## src/rtl/processing_unit_gen.sv

```systemverilog
`default_nettype none
// ============================================================================
//  Module      : processing_unit_gen
//  Description : NoC node processing unit. On a user start it requests the
//                master arbiter, and once granted emits one burst packet of
//                burst_len flits toward the latched destination processor.
//                Payload is either the 1-based flit index or an LFSR
//                sequence. The MSB of every flit is the tlast marker.
//                A receive-side monitor counts incoming flits and packets
//                with saturating counters.
//  Ports       : clock, reset              - clock, async active-high reset
//                start, dest, burst_len,
//                mode                      - packet request from the user
//                master_response           - grant from the master arbiter
//                request_transfer,
//                which_processor           - registered request to master
//                processor_ready           - high while idle
//                data_to_router, flit_valid- outgoing flit stream
//                data_from_router, rx_valid- incoming flit stream
//                rx_flit_count,
//                rx_pkt_count              - saturating receive counters
//  Revision    : 1.0 - initial release
// ============================================================================
module processing_unit_gen #(
   parameter int                DATA_W    = 8,
   parameter int                LEN_W     = 8,
   parameter int                DEST_W    = 2,
   parameter int                CNT_W     = 16,
   parameter logic [DATA_W-1:0] LFSR_TAPS = 8'hB8,
   parameter logic [DATA_W-1:0] LFSR_SEED = 8'h01
) (
   input  logic              clock,
   input  logic              reset,
   input  logic              start,
   input  logic [DEST_W-1:0] dest,
   input  logic [LEN_W-1:0]  burst_len,
   input  logic              mode,
   input  logic              master_response,
   output logic              request_transfer,
   output logic [DEST_W-1:0] which_processor,
   output logic              processor_ready,
   output logic [DATA_W:0]   data_to_router,
   output logic              flit_valid,
   input  logic [DATA_W:0]   data_from_router,
   input  logic              rx_valid,
   output logic [CNT_W-1:0]  rx_flit_count,
   output logic [CNT_W-1:0]  rx_pkt_count
);

   localparam logic [1:0] S_IDLE = 2'd0;
   localparam logic [1:0] S_REQ  = 2'd1;
   localparam logic [1:0] S_SEND = 2'd2;

   localparam logic [CNT_W-1:0] c_CNT_MAX = '1;

   logic [1:0]        r_state;
   logic [LEN_W-1:0]  r_len;
   logic              r_mode;
   logic [LEN_W-1:0]  r_idx;
   logic [DATA_W-1:0] r_lfsr;
   logic              r_req;
   logic [DEST_W-1:0] r_dest;
   logic [DATA_W:0]   r_data;
   logic              r_flit_valid;
   logic [CNT_W-1:0]  r_rx_flits;
   logic [CNT_W-1:0]  r_rx_pkts;

   logic [DATA_W-1:0] w_cnt_payload;
   logic [DATA_W-1:0] w_lfsr_next;
   logic              w_last;
   logic              w_done;

   // Counter payload is the flit index resized to the payload width.
   assign w_cnt_payload = DATA_W'(r_idx);
   assign w_lfsr_next   = {r_lfsr[DATA_W-2:0], ^(r_lfsr & LFSR_TAPS)};
   assign w_last        = (r_idx == r_len);
   // The flit currently on the output was the tlast flit: packet complete.
   assign w_done        = r_flit_valid & r_data[DATA_W];

   always_ff @(posedge clock or posedge reset) begin
      if (reset) begin
         r_state      <= S_IDLE;
         r_len        <= '0;
         r_mode       <= 1'b0;
         r_idx        <= LEN_W'(1);
         r_lfsr       <= LFSR_SEED;
         r_req        <= 1'b0;
         r_dest       <= '0;
         r_data       <= '0;
         r_flit_valid <= 1'b0;
      end else begin
         case (r_state)
            S_IDLE: begin
               if (start && (burst_len != '0)) begin
                  r_len   <= burst_len;
                  r_mode  <= mode;
                  r_dest  <= dest;
                  r_req   <= 1'b1;
                  r_state <= S_REQ;
               end
            end
            S_REQ: begin
               if (master_response) begin
                  r_req   <= 1'b0;
                  r_idx   <= LEN_W'(1);
                  r_lfsr  <= LFSR_SEED;
                  r_state <= S_SEND;
               end
            end
            S_SEND: begin
               if (w_done) begin
                  r_flit_valid <= 1'b0;
                  r_data       <= '0;
                  r_state      <= S_IDLE;
               end else begin
                  r_flit_valid <= 1'b1;
                  r_data       <= {w_last, (r_mode ? r_lfsr : w_cnt_payload)};
                  r_idx        <= r_idx + LEN_W'(1);
                  r_lfsr       <= w_lfsr_next;
               end
            end
            default: begin
               r_state      <= S_IDLE;
               r_req        <= 1'b0;
               r_flit_valid <= 1'b0;
               r_data       <= '0;
            end
         endcase
      end
   end

   // Receive monitor, independent of the transmit FSM.
   always_ff @(posedge clock or posedge reset) begin
      if (reset) begin
         r_rx_flits <= '0;
         r_rx_pkts  <= '0;
      end else if (rx_valid) begin
         if (r_rx_flits != c_CNT_MAX) begin
            r_rx_flits <= r_rx_flits + CNT_W'(1);
         end
         if (data_from_router[DATA_W] && (r_rx_pkts != c_CNT_MAX)) begin
            r_rx_pkts <= r_rx_pkts + CNT_W'(1);
         end
      end
   end

   assign request_transfer = r_req;
   assign which_processor  = r_dest;
   assign processor_ready  = (r_state == S_IDLE);
   assign data_to_router   = r_data;
   assign flit_valid       = r_flit_valid;
   assign rx_flit_count    = r_rx_flits;
   assign rx_pkt_count     = r_rx_pkts;

endmodule
`default_nettype wire

```

## config.mk

```make
export PLATFORM = sky130hd
export DESIGN_NAME = processing_unit_gen
export DESIGN_NICKNAME = d
export VERILOG_FILES = /design/src/rtl/processing_unit_gen.sv
export SDC_FILE = /design/constraint.sdc
export NUM_CORES = 1
export LEC_CHECK = 0
export ABC_AREA = 1
export ABC_CLOCK_PERIOD_IN_PS = 1900
export BUFFER_PORTS_ARGS = -buffer_cell sky130_fd_sc_hd__buf_4
export CAP_MARGIN = 20
export CORE_ASPECT_RATIO = 2
export CORE_MARGIN = 10
export CORE_UTILIZATION = 50
export CTS_BUF_LIST = sky130_fd_sc_hd__clkbuf_4 sky130_fd_sc_hd__clkbuf_8
export CTS_CLUSTER_DIAMETER = 80
export DETAILED_ROUTE_END_ITERATION = 12
export PLACE_DENSITY_LB_ADDON = 0.2
export REMOVE_ABC_BUFFERS = 1
export SETUP_SLACK_MARGIN = 0.3
export SLEW_MARGIN = 5
export SYNTH_ARGS = -nofsm -noshare
export SYNTH_HDL_FRONTEND = slang
export SYNTH_SLANG_ARGS = --single-unit
```

## constraint.sdc

```tcl
create_clock -name clock -period 1.9 [get_ports clock]
set_input_delay 0.19 -clock clock [delete_from_list [all_inputs] [get_ports clock]]
set_output_delay 0.19 -clock clock [all_outputs]
set_load 0.05 [all_outputs]
```

Word-level counts from Yosys, hierarchy flattened. Cells that the tools add are included.

Logic and storage cells: 55. ROM bits: 0. Bits of input ports: 25. Memories kept: 0. Memory bits (writable): 0. Flip-flop bits (word level): 72. Bits in latches: 0. Output and inout port bits: 46.

Add/sub/neg operators: 3. Equal/unequal tests: 9. Bitwise gates (word level): 2. Reduce and logical (&&, ||, !) cells: 13. Shift-type cells: 0. $lt $le $gt $ge: 0. Multiply operators: 0. Multiplexer cells: 17. Div/mod/pow operators: 0.

Operators by type and width (number): adder 16 x 1 -> 16 bit, second input constant (2); 2-to-1 mux 8 bit (4); != test 16 bit, second input constant (2); one-hot mux 8 bit (2 select lines) (2); one-hot mux 9 bit (2 select lines) (1); 2-to-1 mux 9 bit (1); AND reduction 3 bit (3); adder 8 x 1 -> 8 bit, second input constant (1); equality test 8 bit (1); nonzero test 8 bit (1); parity 8 bit (1); 2-to-1 mux 2 bit (3); != test 2 bit, second input constant (3); one-hot mux 2 bit (3 select lines) (1); AND reduction 2 bit (3); 2-to-1 mux 1 bit (3); one-hot mux 1 bit (3 select lines) (1); equality test 2 x 1 -> 1 bit, second input constant (1); equality test 2 bit, second input constant (1); logical AND 1 bit (2); logical NOT 2 bit (1); != test 2 x 1 -> 1 bit, second input constant (1); one-hot mux 1 bit (2 select lines) (1); nonzero test 2 bit (1); other kinds (3) (3).

Longest topological paths before layout.
Depth after elaboration: 4. Gate-level depth with buffers: 10.

Worst setup path after synthesis. Ideal clock, no wire load.

Path kind: flip-flop to flip-flop. Start point: register r_state[1]. End point: register r_dest[1], in the netlist which_processor[1]. Buffers on the path: 1. Data arrival time: 1.797 ns. Library setup time: 0.131 ns. Data required time: 1.769 ns. Stages on the path, launching flop included: 6. Setup slack: -0.028 ns. Cell sequence: dfrtp_1 > nor2_1 > nand3_1 > clkbuf_1 > nand2_1 > o21ai_0.

Cells in the longest elaborated chain, start to end: 2.

RTL lines: start: declaration (line 56) `logic [1:0] r_state;`; start signal: assignment (line 82) `r_state <= S_IDLE;`; start signal: assignment (line 99) `r_state <= S_REQ;`; start signal: assignment (line 107) `r_state <= S_SEND;`; logical NOT 2 bit; via processor_ready (line 41) `output logic processor_ready,`; AND reduction 2 bit (no line); end signal: assignment (line 97) `r_dest <= dest;`; end: declaration (line 62) `logic [DEST_W-1:0] r_dest;`.

The timed path passes the listed nets, and every way through them passes these cells. A chain may end at the register's enable or synchronous reset.

Worst setup path after layout.
Start point: register r_rx_pkts[1], in the netlist rx_pkt_count[1]. End point: register r_rx_pkts[0], in the netlist rx_pkt_count[0].

Cells in the longest elaborated chain, start to end: 3.

RTL lines: start: declaration (line 66) `logic [CNT_W-1:0] r_rx_pkts;`; start signal: assignment (line 142) `r_rx_pkts <= r_rx_pkts + CNT_W'(1);`; != test 16 bit (line 141) `if (data_from_router[DATA_W] && (r_rx_pkts != c_CNT_MAX)) begin`; logical AND 1 bit (line 141); AND reduction 2 bit (no line).

No other way between the ends.

==> impl_metrics.yaml <==
status:
  status: "completed"
place:
  dp_hpwl_mm: 6.80
  placed_area_sq_mm: 0.00451
  gp_congestion: 0.848
  portBuffers: 62
  dp.cells: 687
  dp_slack_ns: 0.243
power_and_ir_drop:
  p_leak_uw: 0.00247
  pwr-share-clk_pct: 31.2
  seqPwrFrac_pct: 44.0
  power.internal_uw: 2620
  ir_drop_v: 0.000708
  combPwrFrac_pct: 24.8
  switching_share_pct: 34.3
  powerDensity_mw_per_mm2: 818
  p_sw_uw: 1370
setup_path:
  setup.worst_path.class: "flop to flop"
  cp_data_arrival_time_ns: 1.79
  crit_required_ns: 2.15
  crit_fanout: 5
  endpoint_kind: "flop"
  rr_worst_depth: 9
  r2r_start: "rx_pkt_count[1]$_DFFE_PP0P_"
  reg2reg_to: "rx_pkt_count[0]$_DFFE_PP0P_"
  worstSetupStartpointType: "flop"
  rrSetupSlack_ns: 0.36
layout:
  final_core_util_pct: 64.2
  final_area_sq_mm: 0.00488
  final_nets: 647
  fillCellCount: 700
  layout-drive-gt1-share_pct: 21.0
  area_growth_pct: 24.7
  fin_cells: 718
  antenna_cells: 0
drt:
  dr.pass1.iters: 4
  first_iter_violations: 178
  drt-wirelength-per-cell_um: 13.1
  antenna_left: 0
  totalWireLength_mm: 9.40
  vias: 3580
  routed_via_density: 4.99
  drc_errors: 0
die:
  die_x_um: 82.6
  row_count: 45
  pin_count: 71
  die_h_um: 145
  start_util_pct: 51.5
  die-area_sq_mm: 0.0120
  core_area_sq_mm: 0.00760
synthesis:
  synthFlopType: "dfrtp_1"
  synth.cell_area_sq_mm: 0.00391
  ys_seq_elements: 72
  synthTopCellsByArea: "dfrtp_1 45%, nand2_1 19%, inv_1 6.7%, nand3_1 5.1%, nor2_1 4.0%"
  synthArstFlopShare_pct: 100
  synth.avg_cell_area_sq_um: 7.33
  synthTopCellsByCount: "193 x nand2_1, 70 x dfrtp_1, 70 x inv_1"
  yosysUniqueCellTypes: 29
  synth.most_common_cell: "nand2_1"
  syn_inst: 534
  yosysWarningCount: 0
  synth_area_leader_cell: "dfrtp_1"
  synth_edf_count: 0
  ys_seq_area_share_pct: 46.1
  synth_top_cell_area_share_pct: 44.8
worst_hold_path:
  min_from: "dest[0]"
  worst_hold_path_type: "input pin to flop"
  hold_path_depth: 3
  holdPathEnd: "which_processor[0]$_DFFE_PP0P_"
clock_tree:
  cts-root-buf: "clkbuf_8"
  cts_tree: "done"
  clk_transition_reported_paths_ns: 0.08
  clk-insertion-delay-late_ns: 0.36
  cts_made_buffers: 9
  htree_levels: 3
  clock-sinks: 72
  clock_path_buffers: 2
sta:
  max_freq_ghz: 0.649
  setup_violations: 0
  rsz0062_at_grt: "false"
  slew_headroom_pct: 60.5
  maxSlewViolCount: 0
  worstMarginPinSlew_ns: 0.592
  min_period_ns: 1.54
  hold_violations: 0
  finalWorstSetupSlack_ns: 0.359
  period_share_pct: 81.1
  clock_skew_ns: 0.0116
grt:
  antenna_found_initial: 0
  grt_max_degree: 28
  grt_pass1_wl_mm: 15.5
  track_usage_pct: 16.0
  grt_pass1_vias: 3425
  overflow: 0
run:
  drv_cap: 0
==> cell families after synthesis <==
group,synth area share (%)
simple gates,33.3
compound gates,7.45
flops,46.1
buf+inv,9.05
fa+ha+maj,0.959
xor+xnor,3.13
==> final cells by class <==
class | instances | area (sq um) | share of cell area, %
Clock buffer | 11 | 145 | 2.97
Inverter | 75 | 282 | 5.77
Tap cell | 94 | 118 | 2.41
Timing Repair Buffer | 85 | 671 | 13.7
Sequential cell | 72 | 1810 | 37.0
Multi-Input combinational cell | 376 | 1800 | 36.9
Clock inverter | 5 | 56.3 | 1.15
==> stage by stage <==
step	hold slack, ns	total power, uW	setup TNS [ns]
2_1_floorplan	0.323	2380	-10.46
6_report	0.0777	3990	0
3_5_place_dp	0.305	2680	0
4_1_cts	0.0698	3950	0
5_1_grt	0.0796	4190	0
3_3_place_gp	0.301	2650	0
==> cells in the final DEF (no fill, tap or decap), drive strengths merged <==
| master | n |
|---|---|
| xor2 | 13 |
| and3 | 1 |
| nand2 | 198 |
| o21bai | 1 |
| clkinvlp | 1 |
| nor3 | 3 |
| ha | 3 |
| xnor2 | 1 |
| bufinv | 1 |
| clkbuf | 11 |
| dfstp | 2 |
| inv | 75 |
| nand3 | 41 |
| o21ai | 45 |
| dlygate4sd3 | 1 |
| nand3b | 3 |
| or2 | 1 |
| nor2 | 50 |
| buf | 84 |
| clkinv | 3 |
| a21oi | 2 |
| nand4 | 8 |
| o22ai | 6 |
| dfrtp | 70 |
==> sequential cells by signal, indices dropped and copies added, names as in the netlist, 2 cells and up <==
| signal | cells |
|---|---|
| rx_flit_count | 16 |
| which_processor | 2 |
| r_idx | 8 |
| r_state | 2 |
| r_lfsr | 8 |
| rx_pkt_count | 16 |
| r_len | 8 |
| data_to_router | 9 |
==> per-layer routing <==
layer | part of all wire [%] | vias up | track usage [%]
met3 | 4.9 | 17 | 3.52
met5 | 0 | - | 0
met4 | 2.5 | 0 | 7.91
met2 | 52 | 70 | 26.9
met1 | 41 | 1652 | 17.9
li1 | - | 1841 | -
==> power groups by stage <==
| stage | sequential [uW] | clock [uW] | combinational [uW] |
|---|---|---|---|
| 2_1_floorplan | 2100 | 0 | 277 |
| 3_3_place_gp | 1780 | 0 | 878 |
| 3_5_place_dp | 1780 | 0 | 899 |
| 4_1_cts | 1750 | 1260 | 935 |
| 5_1_grt | 1780 | 1330 | 1080 |
| 6_report | 1760 | 1250 | 991 |
==> worst max-delay path: stages, from the launching register on <==
cell and delay (ns):
dfrtp_1 0.39, ha_2 0.21, nand2_2 0.09, nor2_4 0.16
nand2_4 0.08, nor2_4 0.13, nor2_4 0.05, buf_2 0.17
nand3_1 0.09, nand2_1 0.06
==> worst max-delay path by stage <==
| stage | end | cells past startpoint | startpoint | slack (ns) |
|---|---|---|---|---|
| finish | rx_pkt_count[0]$_DFFE_PP0P_ | 9 | rx_pkt_count[1]$_DFFE_PP0P_ | 0.36 |
| global placement | rx_pkt_count[14]$_DFFE_PP0P_ | 10 | rx_pkt_count[0]$_DFFE_PP0P_ | 0.31 |
| detailed placement | rx_pkt_count[0]$_DFFE_PP0P_ | 9 | rx_pkt_count[0]$_DFFE_PP0P_ | 0.24 |
| global route | rx_pkt_count[0]$_DFFE_PP0P_ | 9 | rx_pkt_count[1]$_DFFE_PP0P_ | 0.29 |
| CTS | rx_pkt_count[10]$_DFFE_PP0P_ | 10 | rx_pkt_count[0]$_DFFE_PP0P_ | 0.30 |
| floorplan | r_len[0]$_DFFE_PP0P_ | 3 | r_state[1]$_DFFE_PP0P_ | -0.21 |
==> timing repair <==
item	in CTS	in global routing
hold buffers	1	0
cloned	1	1
pin swaps	1	3
resized for setup	4	11
hold endpoints to repair	22	0
setup buffers	2	10
setup endpoints to repair	18	35
No activity file was read; power rests on OpenSTA's default activity.
